File: src/rtl/lector_contadores.sv
// lector_contadores: requester side of the counter-read interface.
// Sweeps the four per-FIFO pop counters (idx 0..3) with a req/valid handshake,
// latches each returned value, flags responder timeouts and pulses done.
// Optional build macro: LECTOR_CONTADORES_SUM_EN adds a registered sum output.
//
// state  | meaning
// -------+------------------------------------------------------------
// S_IDLE | waiting for start while the main FSM reports idle
// S_REQ  | req high for counter idx, waiting for valid or timeout
// S_GAP  | one req-low cycle between reads, advances idx
// S_DONE | one-cycle done pulse, then back to S_IDLE
module lector_contadores #(
  parameter int DATA_W  = 6,
  parameter int TIMEOUT = 15
) (
  input  logic              clk,
  input  logic              rst,
  input  logic              start,
  input  logic              idle,
  input  logic [DATA_W-1:0] data,
  input  logic              valid,
  output logic              req,
  output logic [1:0]        idx,
  output logic [DATA_W-1:0] count_0,
  output logic [DATA_W-1:0] count_1,
  output logic [DATA_W-1:0] count_2,
  output logic [DATA_W-1:0] count_3,
  output logic              busy,
  output logic              done,
  output logic              timeout_err
`ifdef LECTOR_CONTADORES_SUM_EN
  ,
  output logic [DATA_W+1:0] sum
`endif
);

  typedef enum logic [1:0] {
    S_IDLE = 2'd0,
    S_REQ  = 2'd1,
    S_GAP  = 2'd2,
    S_DONE = 2'd3
  } state_t;

  // Down-counter is loaded with TIMEOUT-1 so that terminal count (0) with no
  // valid is reached on the TIMEOUT-th cycle of req.
  localparam logic [3:0] TMR_LOAD = 4'(TIMEOUT - 1);

  state_t     state;
  state_t     state_n;
  logic [3:0] tmr;
  logic [3:0] tmr_n;
  logic [1:0] idx_n;
  logic       capture;
  logic       tmo_set;
  logic       tmo_clr;

  // Next-state, next-index, timer and capture/flag strobes.
  always_comb begin
    state_n = state;
    idx_n   = idx;
    tmr_n   = tmr;
    capture = 1'b0;
    tmo_set = 1'b0;
    tmo_clr = 1'b0;
    case (state)
      S_IDLE: begin
        if (start && idle) begin
          state_n = S_REQ;
          idx_n   = 2'd0;
          tmr_n   = TMR_LOAD;
          tmo_clr = 1'b1;
        end
      end
      S_REQ: begin
        // Losing idle aborts the sweep, even over a simultaneous response.
        if (!idle) begin
          state_n = S_IDLE;
        end else if (valid) begin
          capture = 1'b1;
          state_n = S_GAP;
        end else if (tmr == 4'd0) begin
          state_n = S_DONE;
          tmo_set = 1'b1;
        end else begin
          tmr_n = tmr - 4'd1;
        end
      end
      S_GAP: begin
        if (!idle) begin
          state_n = S_IDLE;
        end else if (idx == 2'd3) begin
          state_n = S_DONE;
        end else begin
          idx_n   = idx + 2'd1;
          tmr_n   = TMR_LOAD;
          state_n = S_REQ;
        end
      end
      S_DONE: begin
        state_n = S_IDLE;
      end
      default: begin
        state_n = S_IDLE;
      end
    endcase
  end

  // State, timer and index registers.
  always_ff @(posedge clk) begin
    if (rst) begin
      state <= S_IDLE;
      tmr   <= 4'd0;
      idx   <= 2'd0;
    end else begin
      state <= state_n;
      tmr   <= tmr_n;
      idx   <= idx_n;
    end
  end

  // Handshake and status outputs, registered from the next state.
  always_ff @(posedge clk) begin
    if (rst) begin
      req  <= 1'b0;
      busy <= 1'b0;
      done <= 1'b0;
    end else begin
      req  <= (state_n == S_REQ);
      busy <= (state_n == S_REQ) || (state_n == S_GAP);
      done <= (state_n == S_DONE);
    end
  end

  // Sticky timeout flag: cleared when a sweep is accepted, set on expiry.
  always_ff @(posedge clk) begin
    if (rst) begin
      timeout_err <= 1'b0;
    end else if (tmo_clr) begin
      timeout_err <= 1'b0;
    end else if (tmo_set) begin
      timeout_err <= 1'b1;
    end
  end

  // Holding registers: only written by a valid response while in S_REQ.
  always_ff @(posedge clk) begin
    if (rst) begin
      count_0 <= '0;
      count_1 <= '0;
      count_2 <= '0;
      count_3 <= '0;
    end else if (capture) begin
      case (idx)
        2'd0:    count_0 <= data;
        2'd1:    count_1 <= data;
        2'd2:    count_2 <= data;
        default: count_3 <= data;
      endcase
    end
  end

`ifdef LECTOR_CONTADORES_SUM_EN
  // Sum is taken on entry to S_DONE; no capture can happen on that same edge.
  always_ff @(posedge clk) begin
    if (rst) begin
      sum <= '0;
    end else if ((state_n == S_DONE) && (state != S_DONE)) begin
      sum <= {2'b00, count_0} + {2'b00, count_1} + {2'b00, count_2} + {2'b00, count_3};
    end
  end
`endif

endmodule

File: config.mk
export PLATFORM = sky130hd
export DESIGN_NAME = lector_contadores
export DESIGN_NICKNAME = d
export VERILOG_FILES = /design/src/rtl/lector_contadores.sv
export SDC_FILE = /design/constraint.sdc
export NUM_CORES = 1
export LEC_CHECK = 0
export BUFFER_PORTS_ARGS = -buffer_cell sky130_fd_sc_hd__buf_2
export CORE_UTILIZATION = 41
export DETAILED_ROUTE_END_ITERATION = 10
export GPL_TIMING_DRIVEN = 0
export SLEW_MARGIN = 20
export SYNTH_ARGS = -nofsm -noshare
export SYNTH_HDL_FRONTEND = slang
export SYNTH_SLANG_ARGS = --single-unit
File: constraint.sdc
create_clock -name clk -period 4.8 [get_ports clk]
set_clock_uncertainty 0.2 [all_clocks]
set_input_delay 0.72 -clock clk [delete_from_list [all_inputs] [get_ports clk]]
set_output_delay 0.72 -clock clk [all_outputs]
set_load 0.005 [all_outputs]
==> results of run 1 <==
==> worst paths after layout <==
path,start,end,cells after the start
setup / recovery,tmr[0]$_SDFFE_PP0P_,busy$_SDFF_PP0_,7
hold / removal,count_0[4]$_SDFFE_PP0P_,count_0[4]$_SDFFE_PP0P_,2
setup reg to reg,tmr[0]$_SDFFE_PP0P_,busy$_SDFF_PP0_,7
hold reg to reg,count_0[4]$_SDFFE_PP0P_,count_0[4]$_SDFFE_PP0P_,2
==> cells in the mapped netlist <==
library cell and number:
and2_1 1, nor3_1 3, or3_1 1, and2_4 1
o21ai_1 1, dfxtp_1 36, nand2_1 30, ha_1 7
nor3b_1 3, buf_6 2, o21ba_1 1, inv_1 6
buf_2 1, mux2i_1 1, nor2b_1 4, nand4bb_1 1
nor3_2 1, nand4b_1 1, o32ai_4 1, a21oi_2 1
nor2_1 7, nand2b_1 2, clkbuf_1 4, a311oi_1 1
nand2b_4 1, and4b_1 1, a21oi_1 27, a41o_1 1
a311oi_2 1, buf_4 2, nor3b_2 1, o32a_1 1
o22ai_1 1, nand3_1 24
==> per-layer routing <==
layer	up-vias	global-route usage, %
met5	-	0
met4	0	7.670
met3	7	4.710
met2	41	30.45
met1	637	21.78
li1	700	-
==> power by group <==
group	total, mW	switching [mW]	leakage [nW]	internal (mW)
combinational	0.0433	0.0256	0.453	0.0177
clock	0.217	0.0998	0.0455	0.117
sequential	0.307	0.00386	0.291	0.303
==> worst register-to-register path: cells and delay by family (launching register included) <==
kind	cells	cell delay [ns]
buffers and inverters	1	0.08
AO/OA/AOI/OAI	1	0.38
flip-flops	1	0.32
adder cells (fa/ha/maj)	2	0.47
AND/OR/NAND/NOR	3	0.58
==> cells by family (layout without fill, tap and decap cells) <==
kind of cell             count (synthesis)  count (layout)
adder cells (fa/ha/maj)                  7               7
AND/OR/NAND/NOR                         82              82
buffers and inverters                   15              62
AO/OA/AOI/OAI                           36              36
flip-flops                              36              36
multiplexers                             1               1
==> per-stage QoR <==
step | hold WS (ns) | cells | power [mW] | worst slack (ns) | utilization [%]
after CTS | 0.2521 | 272 | 0.5747 | 2.675 | 51.95
after global placement | 0.2405 | 264 | 0.3560 | 2.686 | 49.49
after global routing | 0.2662 | 272 | 0.5941 | 2.551 | 51.95
final | 0.2499 | 272 | 0.5673 | 2.713 | 51.95
after floorplan | 0.2527 | 177 | 0.3413 | 2.899 | -
after detailed placement | 0.2430 | 264 | 0.3575 | 2.675 | 49.49
==> sequential cells by signal, summed over array words and instances, names as in the netlist <==
name	flops
tmr	4
state	2
idx	2
count_1	6
done	1
busy	1
count_2	6
count_0	6
count_3	6
timeout_err	1
req	1
==> cell type report <==
cell class	count	area, sq um
Tap cell	48	60.06
Timing Repair Buffer	39	195.2
Multi-Input combinational cell	126	755.7
Buffer	9	57.56
Inverter	6	22.52
Sequential cell	36	720.7
Clock buffer	8	90.09
Fill cell	374	1759
==> flow_summary_export.csv, run 1 <==
group,metric,value,unit
floorplan,core,3661,sq um
detailed_routing,wire_per_inst,12.36,um
placement,gp_congestion,0.8230,
sta,finalSetupViolCount,0,
synthesis,synthXorXnorAreaFrac,0,%
synthesis,synth.area.mux_share,0.6431,%
final_layout,stdcell_area,1902,sq um
critical_path,crit_type,"reg -> reg",
critical_path,path_max_fanout,5,
critical_path,cp.arrival,2.11,ns
clock_network,cts_root_buf,"clkbuf_8",
detailed_routing,drt_iter0_markers,73,
detailed_routing,routed-wl-met2,1614,um
critical_path,worst_ep_required_time,4.82,ns
grt,grt_max_degree,11,
power_and_ir_drop,powerDensity,298.3,nW/um^2
grt,grtUsageTotal,18.19,%
synthesis,synth_top_area_share,46.30,%
sta,final.min_clock_period,2.087,ns
critical_path,cpPeakStageDelay,0.40,ns
min_path,min_path_type,"reg -> reg",
sta,fmax,0.4792,GHz
detailed_routing,wl,3363,um
placement,place.port_buffers,39,
grt,grt_pass1_wl,5706,um
floorplan,io_pins,41,
critical_path,crit_chain,"inv_1 -> ha_1 -> nor3b_2 -> nor2_1 -> o32a_1 -> ha_1 -> nor2_1",
sta,fin_tns_setup,0,ns
final_layout,area_growth,22.19,%
sta,post-route-period-util,43.47,%
detailed_routing,top_layer_used,"met4",
floorplan,start_util,42.52,%
synthesis,synth_compound_area_share,15.19,%
clock_network,cts_resized,0,
synthesis,yosys.area.top_type,"dfxtp_1",
grt,grt-ovfl-total,0,
clock_network,cts.sinks,36,
detailed_routing,met1_length,1487,um
final_layout,final_common_cell,"buf_2",
clock_network,cts_max_path_buffers,2,
grt,grt_pass1_vias,1262,
synthesis,ys_seq_elements,36,
synthesis,ys_warn_count,0,
synthesis,synthCells,177,
clock_network,insertion_delay,0.28,ns
synthesis,synth_top_family_by_area,"simple AND/OR/NAND/NOR gates",
detailed_routing,dr.pass1.iters,4,
sta,rsz0062_at_grt,"no",
power_and_ir_drop,ir_worst_vdd,167.3,uV
final_layout,antenna_cells,0,
clock_network,postCtsSetupBuffers,0,
synthesis,synth_cell_types,34,
critical_path,crit_path_top_delay_cell,"nor3b_2",
detailed_routing,drc_errors,0,
detailed_routing,dr_wl_met3,199,um
critical_path,critPathLaunchType,"flip-flop",
floorplan,dieArea,4047,sq um
floorplan,die_w,63.62,um
sta,worst_slew_pin_slew,0.4481,ns
synthesis,netlist_top_cells_area,"dfxtp_1 (46%), a21oi_1 (8.7%), nand3_1 (7.7%)",
detailed_routing,antenna_left,0,
clock_network,postCtsHoldBufs,0,
critical_path,cp-end-kind,"flip-flop",
placement,placed_area,1812,sq um
critical_path,r2r_slack,2.71,ns
synthesis,yosys.area_share.simple,27.09,%
synthesis,synth-seq-area-share,46.30,%
synthesis,yosys.area_share.adder,5.627,%
placement,hpwl,2527,um
clock_network,h-tree-depth,2,
detailed_routing,viasPerCell,5.092,
critical_path,critical-path-top-delay-family,"simple AND/OR/NAND/NOR gates",
clock_network,cts.clk_slew.worst_paths,0.07,ns
clock_network,cts_inserted_buffers,5,
final_layout,nNetsFinal,241,
floorplan,die_y,63.62,um
synthesis,syn_nets,195,
sta,hold_viol,0,
final_layout,final_cell_mix,"buf_2 (40), dfxtp_1 (36), nand2_1 (30), a21oi_1 (27), nand3_1 (24)",
floorplan,fp-row-count,22,
job,maxCapViolations,0,
detailed_routing,via_count,1385,
critical_path,critPathBufInv,1,
synthesis,syn_area_per_cell,8.794,sq um
grt,antenna_found_initial,0,
sta,drv_slew,0,
final_layout,drive_gt1_share,25.45,%
status,status,"completed",
power_and_ir_drop,p_leak,0.7895,nW
synthesis,syn_area,1556,sq um
clock_network,cts_tree,"done",
sta,relSlewSlack,70.13,%
Power figures use the tool's default switching activity.
==> run 2, diff against run 1 <==
==> constraint.sdc (replaced) <==
create_clock -name clk -period 1.95 [get_ports clk]
set_clock_uncertainty 0.2 [all_clocks]
set_input_delay 0.2925 -clock clk [delete_from_list [all_inputs] [get_ports clk]]
set_output_delay 0.2925 -clock clk [all_outputs]
set_load 0.005 [all_outputs]
==> flow_summary_export.csv, run 2 (same netlist as run 1, synthesis figures left out) <==
group,metric,value,unit
critical_path,critical_path_depth,6,
sta,rsz0062_at_grt,"no",
clock_network,cts_tree,"done",
critical_path,critical-path-top-delay-family,"compound AO/OA/AOI/OAI gates",
clock_network,cts.clk_slew.worst_paths,0.07,ns
sta,worst_slew_pin_slew,0.4583,ns
sta,final.min_clock_period,1.840,ns
critical_path,critPathBufInv,1,
grt,use_met3,4.710,%
clock_network,h-tree-depth,2,
power_and_ir_drop,ir_worst_vdd,422.2,uV
clock_network,cts.sinks,36,
placement,gp_congestion,0.8230,
critical_path,critPathLaunchType,"flip-flop",
placement,place.port_buffers,39,
floorplan,core,3661,sq um
critical_path,crit_type,"reg -> reg",
power_and_ir_drop,p_leak,0.8017,nW
min_path,hold_path_depth,3,
critical_path,crit_path_top_delay_cell,"o32ai_4",
critical_path,ff2ff_path_depth,6,
grt,antenna_found_initial,0,
detailed_routing,wire_per_inst,12.47,um
final_layout,final_cell_mix,"buf_2 (40), dfxtp_1 (35), nand2_1 (30), a21oi_1 (27), nand3_1 (24)",
sta,drv_slew,0,
critical_path,cp.arrival,1.84,ns
sta,finalSetupViolCount,0,
placement,hpwl,2527,um
final_layout,antenna_cells,0,
sta,hold_viol,0,
clock_network,insertion_delay,0.28,ns
power_and_ir_drop,p_total,1.409,mW
status,status,"completed",
min_path,whs_endpoint,"count_2[5]$_SDFFE_PP0P_",
grt,grt_max_degree,11,
floorplan,start_util,42.52,%
grt,busiest_layer,"met2",
grt,grt-ovfl-total,0,
floorplan,dieArea,4047,sq um
sta,fmax,0.5434,GHz
critical_path,cpPeakStageDelay,0.37,ns
sta,relSlewSlack,69.45,%
detailed_routing,drt_iter0_markers,56,
critical_path,worst_ep_required_time,1.95,ns
power_and_ir_drop,powerDensity,731.3,nW/um^2
critical_path,r2r-start,"idx[0]$_SDFFE_PP0P_",
floorplan,die_y,63.62,um
detailed_routing,dr.pass1.iters,4,
job,maxCapViolations,0,
grt,grt_pass1_wl,5706,um
clock_network,cts_root_buf,"clkbuf_8",
floorplan,die_w,63.62,um
min_path,min_path_type,"in -> reg",
detailed_routing,wl,3416,um
critical_path,reg2reg_to,"tmr[3]$_SDFFE_PP0P_",
final_layout,drive_gt1_share,26.99,%
clock_network,cts_inserted_buffers,5,
final_layout,final_common_cell,"buf_2",
sta,post-route-period-util,94.37,%
grt,use_met2,30.59,%
critical_path,crit_chain,"ha_1 -> buf_6 -> and2_4 -> o32ai_4 -> a21oi_2 -> a311oi_2",
grt,grt_pass1_vias,1268,
final_layout,area_growth,23.79,%
critical_path,cp-end-kind,"flip-flop",
final_layout,nNetsFinal,243,
grt,grtUsageTotal,18.19,%
min_path,min_from,"data[5]",
floorplan,io_pins,41,
detailed_routing,drc_errors,0,
detailed_routing,viasPerCell,5.062,
detailed_routing,antenna_left,0,
sta,fin_tns_setup,0,ns
critical_path,path_max_fanout,9,
clock_network,cts_max_path_buffers,2,
grt,met1_usage,21.67,%
detailed_routing,via_count,1387,
floorplan,fp-row-count,22,
critical_path,r2r_slack,0.11,ns
==> run 2: stage by stage <==
stage	util (%)	area, sq um	instances	setup WS [ns]	hold WS [ns]
global placement	49.49	1812	264	-0.08488	0.2405
CTS	52.32	1916	273	0.05482	0.09224
global route	52.63	1927	274	0.01132	0.1002
detailed placement	49.49	1812	264	-0.1473	0.2430
finish	52.63	1927	274	0.1097	0.09657
floorplan	-	1556	177	0.04882	0.2400
==> run 2: how the worst max path moves through the flow <==
| stage | from | to |
|---|---|---|
| after floorplan | tmr[0]$_SDFFE_PP0P_ | busy$_SDFF_PP0_ |
| after CTS | idx[0]$_SDFFE_PP0P_ | tmr[3]$_SDFFE_PP0P_ |
| after detailed placement | tmr[0]$_SDFFE_PP0P_ | busy$_SDFF_PP0_ |
| final | idx[0]$_SDFFE_PP0P_ | tmr[3]$_SDFFE_PP0P_ |
| after global placement | tmr[0]$_SDFFE_PP0P_ | busy$_SDFF_PP0_ |
| after global routing | tmr[0]$_SDFFE_PP0P_ | busy$_SDFF_PP0_ |
==> run 2: per-layer routing <==
layer / routed length, um / up-vias
li1: - / 706
met1: 1551 / 641
met2: 1625 / 33
met3: 179 / 7
met4: 61 / 0
met5: 0 / -
==> run 2: worst register-to-register path, stage by stage, from the launching register on <==
cell and delay [ns]:
dfxtp_2 0.35, ha_1 0.21, buf_6 0.13, and2_4 0.17, o32ai_4 0.37, a21oi_2 0.10, a311oi_2 0.23
==> run 2: area by class of cell <==
type / instances / area [sq um]
repair buffers: 41 / 210.2
well taps: 48 / 60.06
multi-input cells: 126 / 764.5
inverters: 6 / 22.52
clock buffers: 8 / 90.09
plain buffers: 9 / 57.56
flip-flops and latches: 36 / 721.9
fillers: 372 / 1734
==> run 2: what timing repair did <==
action                     4_1_cts  5_1_grt
hold buffers                     0        0
setup endpoints to repair        3        4
pin swaps                        0        3
setup buffers                    1        1
resized for setup                1        2
==> run 2: where the power goes <==
| group | total [mW] | leakage (nW) | internal [mW] | switching, mW |
|---|---|---|---|---|
| registers | 0.757 | 0.292 | 0.747 | 0.0106 |
| clock network | 0.534 | 0.0455 | 0.288 | 0.246 |
| logic | 0.118 | 0.465 | 0.0526 | 0.0654 |
| total | 1.41 | 0.802 | 1.09 | 0.322 |
==> run 3, diff against run 2 <==
--- a/config.mk
+++ b/config.mk
@@ -9,6 +9,7 @@
 export CORE_UTILIZATION = 41
 export DETAILED_ROUTE_END_ITERATION = 10
 export GPL_TIMING_DRIVEN = 0
+export REMOVE_ABC_BUFFERS = 1
 export SLEW_MARGIN = 20
 export SYNTH_ARGS = -nofsm -noshare
 export SYNTH_HDL_FRONTEND = slang
==> constraint.sdc (replaced) <==
create_clock -name clk -period 2 [get_ports clk]
set_clock_uncertainty 0.2 [all_clocks]
set_input_delay 0.3 -clock clk [delete_from_list [all_inputs] [get_ports clk]]
set_output_delay 0.3 -clock clk [all_outputs]
set_load 0.005 [all_outputs]
==> flow_summary_export.csv, run 3 (same netlist as run 1, synthesis figures left out) <==
group,metric,value,unit
final_layout,drive_gt1_share,27.65,%
critical_path,cp-end-kind,"flip-flop",
placement,gp_congestion,0.7644,
sta,fin_tns_setup,0,ns
power_and_ir_drop,ir_worst_vdd,431.2,uV
critical_path,critPathLaunchType,"flip-flop",
sta,rsz0062_at_grt,"no",
critical_path,crit_top_cell,"nor2_1",
final_layout,final_common_cell,"buf_2",
floorplan,io_pins,41,
detailed_routing,wl,3333,um
floorplan,start_util,42.52,%
clock_network,cts_tree,"done",
grt,grtUsageTotal,17.61,%
final_layout,final_cells,265,
sta,relSlewSlack,56.70,%
floorplan,fp-row-count,22,
final_layout,multi_input_area,770.7,sq um
grt,grt_max_degree,37,
final_layout,fillers,370,
critical_path,crit_type,"reg -> reg",
power_and_ir_drop,powerDensity,729.9,nW/um^2
min_path,min_path_type,"in -> reg",
floorplan,dieArea,4047,sq um
floorplan,core,3661,sq um
power_and_ir_drop,p_total,1.369,mW
final_layout,regArea,721.9,sq um
critical_path,crit_path_top_delay_cell,"o32a_1",
clock_network,postCtsHoldBufs,0,
detailed_routing,dr.pass1.iters,4,
final_layout,final_cell_mix,"buf_2 (40), dfxtp_1 (35), nand2_1 (30), a21oi_1 (27), nand3_1 (24)",
sta,hold_viol,0,
sta,worst_slew_pin_slew,0.6495,ns
clock_network,cts_root_buf,"clkbuf_8",
sta,drv_slew,0,
grt,grt_pass1_wl,5423,um
clock_network,cts_inserted_buffers,5,
sta,fmax,0.5356,GHz
critical_path,timing.critical_path.from,"tmr[0]$_SDFFE_PP0P_",
final_layout,fin_util,51.23,%
placement,placed_area,1759,sq um
final_layout,nNetsFinal,234,
final_layout,stdcell_area,1876,sq um
critical_path,cp.arrival,1.81,ns
power_and_ir_drop,p_leak,0.7667,nW
detailed_routing,via_count,1347,
placement,place.port_buffers,40,
clock_network,insertion_delay,0.28,ns
detailed_routing,antenna_left,0,
final_layout,antenna_cells,0,
final_layout,area_growth,20.50,%
detailed_routing,drc_errors,0,
critical_path,r2r-start,"tmr[0]$_SDFFE_PP0P_",
status,status,"completed",
detailed_routing,viasPerCell,5.083,
grt,grt_pass1_vias,1247,
floorplan,die_y,63.62,um
critical_path,cpPeakStageDelay,0.36,ns
detailed_routing,drt_iter0_markers,85,
grt,grt-ovfl-total,0,
critical_path,worst_ep_required_time,1.95,ns
job,maxCapViolations,0,
clock_network,h-tree-depth,2,
clock_network,cts.clk_slew.worst_paths,0.07,ns
sta,final.min_clock_period,1.867,ns
critical_path,path_max_fanout,3,
critical_path,crit_chain,"inv_1 -> ha_2 -> nor3b_4 -> nor2_1 -> o32a_1 -> ha_1 -> nor2_1",
grt,antenna_found_initial,0,
placement,hpwl,2320,um
detailed_routing,wire_per_inst,12.58,um
floorplan,die_w,63.62,um
clock_network,cts_max_path_buffers,2,
sta,post-route-period-util,93.35,%
min_path,min_from,"data[3]",
sta,finalSetupViolCount,0,
clock_network,cts.sinks,36,
placement,place_inst,256,
run 3: cell types whose count changed in the layout (fill, tap and decap cells not counted), sizes merged:
cell,change
clkinv,+2
buf,-5
clkbuf,-6
run 3: area by class of cell:
class	instances	area share, %
Clock buffer	6	4.403
Multi-Input combinational cell	126	41.09
Timing Repair Buffer	41	11.07
Sequential cell	36	38.49
Inverter	6	1.201
Tap cell	48	3.202
Clock inverter	2	0.5337
run 3: routing by layer:
metal | wire length (um) | part of all wire (%) | vias to the layer above | GRT usage, %
li1 | - | - | 687 | -
met1 | 1485 | 45 | 618 | 19.33
met2 | 1647 | 49 | 39 | 31.65
met3 | 178 | 5.3 | 3 | 5.978
met4 | 21 | 0.63 | 0 | 5.114
met5 | 0 | 0 | - | 0
run 3: final timing paths:
| kind | endpoint | slack [ns] | cells past startpoint |
|---|---|---|---|
| hold reg to reg | count_0[1]$_SDFFE_PP0P_ | 0.25 | 2 |
| setup / recovery | busy$_SDFF_PP0_ | 0.13 | 7 |
| hold / removal | count_2[3]$_SDFFE_PP0P_ | 0.11 | 3 |
| setup reg to reg | busy$_SDFF_PP0_ | 0.13 | 7 |
run 3: power breakdown:
| part | internal, mW | switching [mW] |
|---|---|---|
| Sequential | 0.728 | 0.0113 |
| Combinational | 0.0472 | 0.0617 |
| Clock | 0.275 | 0.246 |
| Total | 1.05 | 0.319 |
run 3: worst max-delay path: cells and delay by family, from the launching register on:
family                   cells  cell delay, ns
AO/OA/AOI/OAI                1            0.36
adder cells (fa/ha/maj)      2            0.48
buffers and inverters        1            0.07
flip-flops                   1            0.32
AND/OR/NAND/NOR              3            0.30
run 3: timing repair:
| action | in CTS | in global routing |
|---|---|---|
| endpoints found under the setup margin | 27 | 19 |
| gates resized for setup | 2 | 4 |
| setup buffers | 1 | 0 |
run 3: metrics by stage:
step                worst slack, ns  hold slack (ns)
floorplan                    0.1150           0.1667
global placement            -0.1196           0.2384
detailed placement          -0.1580           0.2449
CTS                         0.07891           0.1023
global route               0.003223           0.1097
finish                       0.1330           0.1082
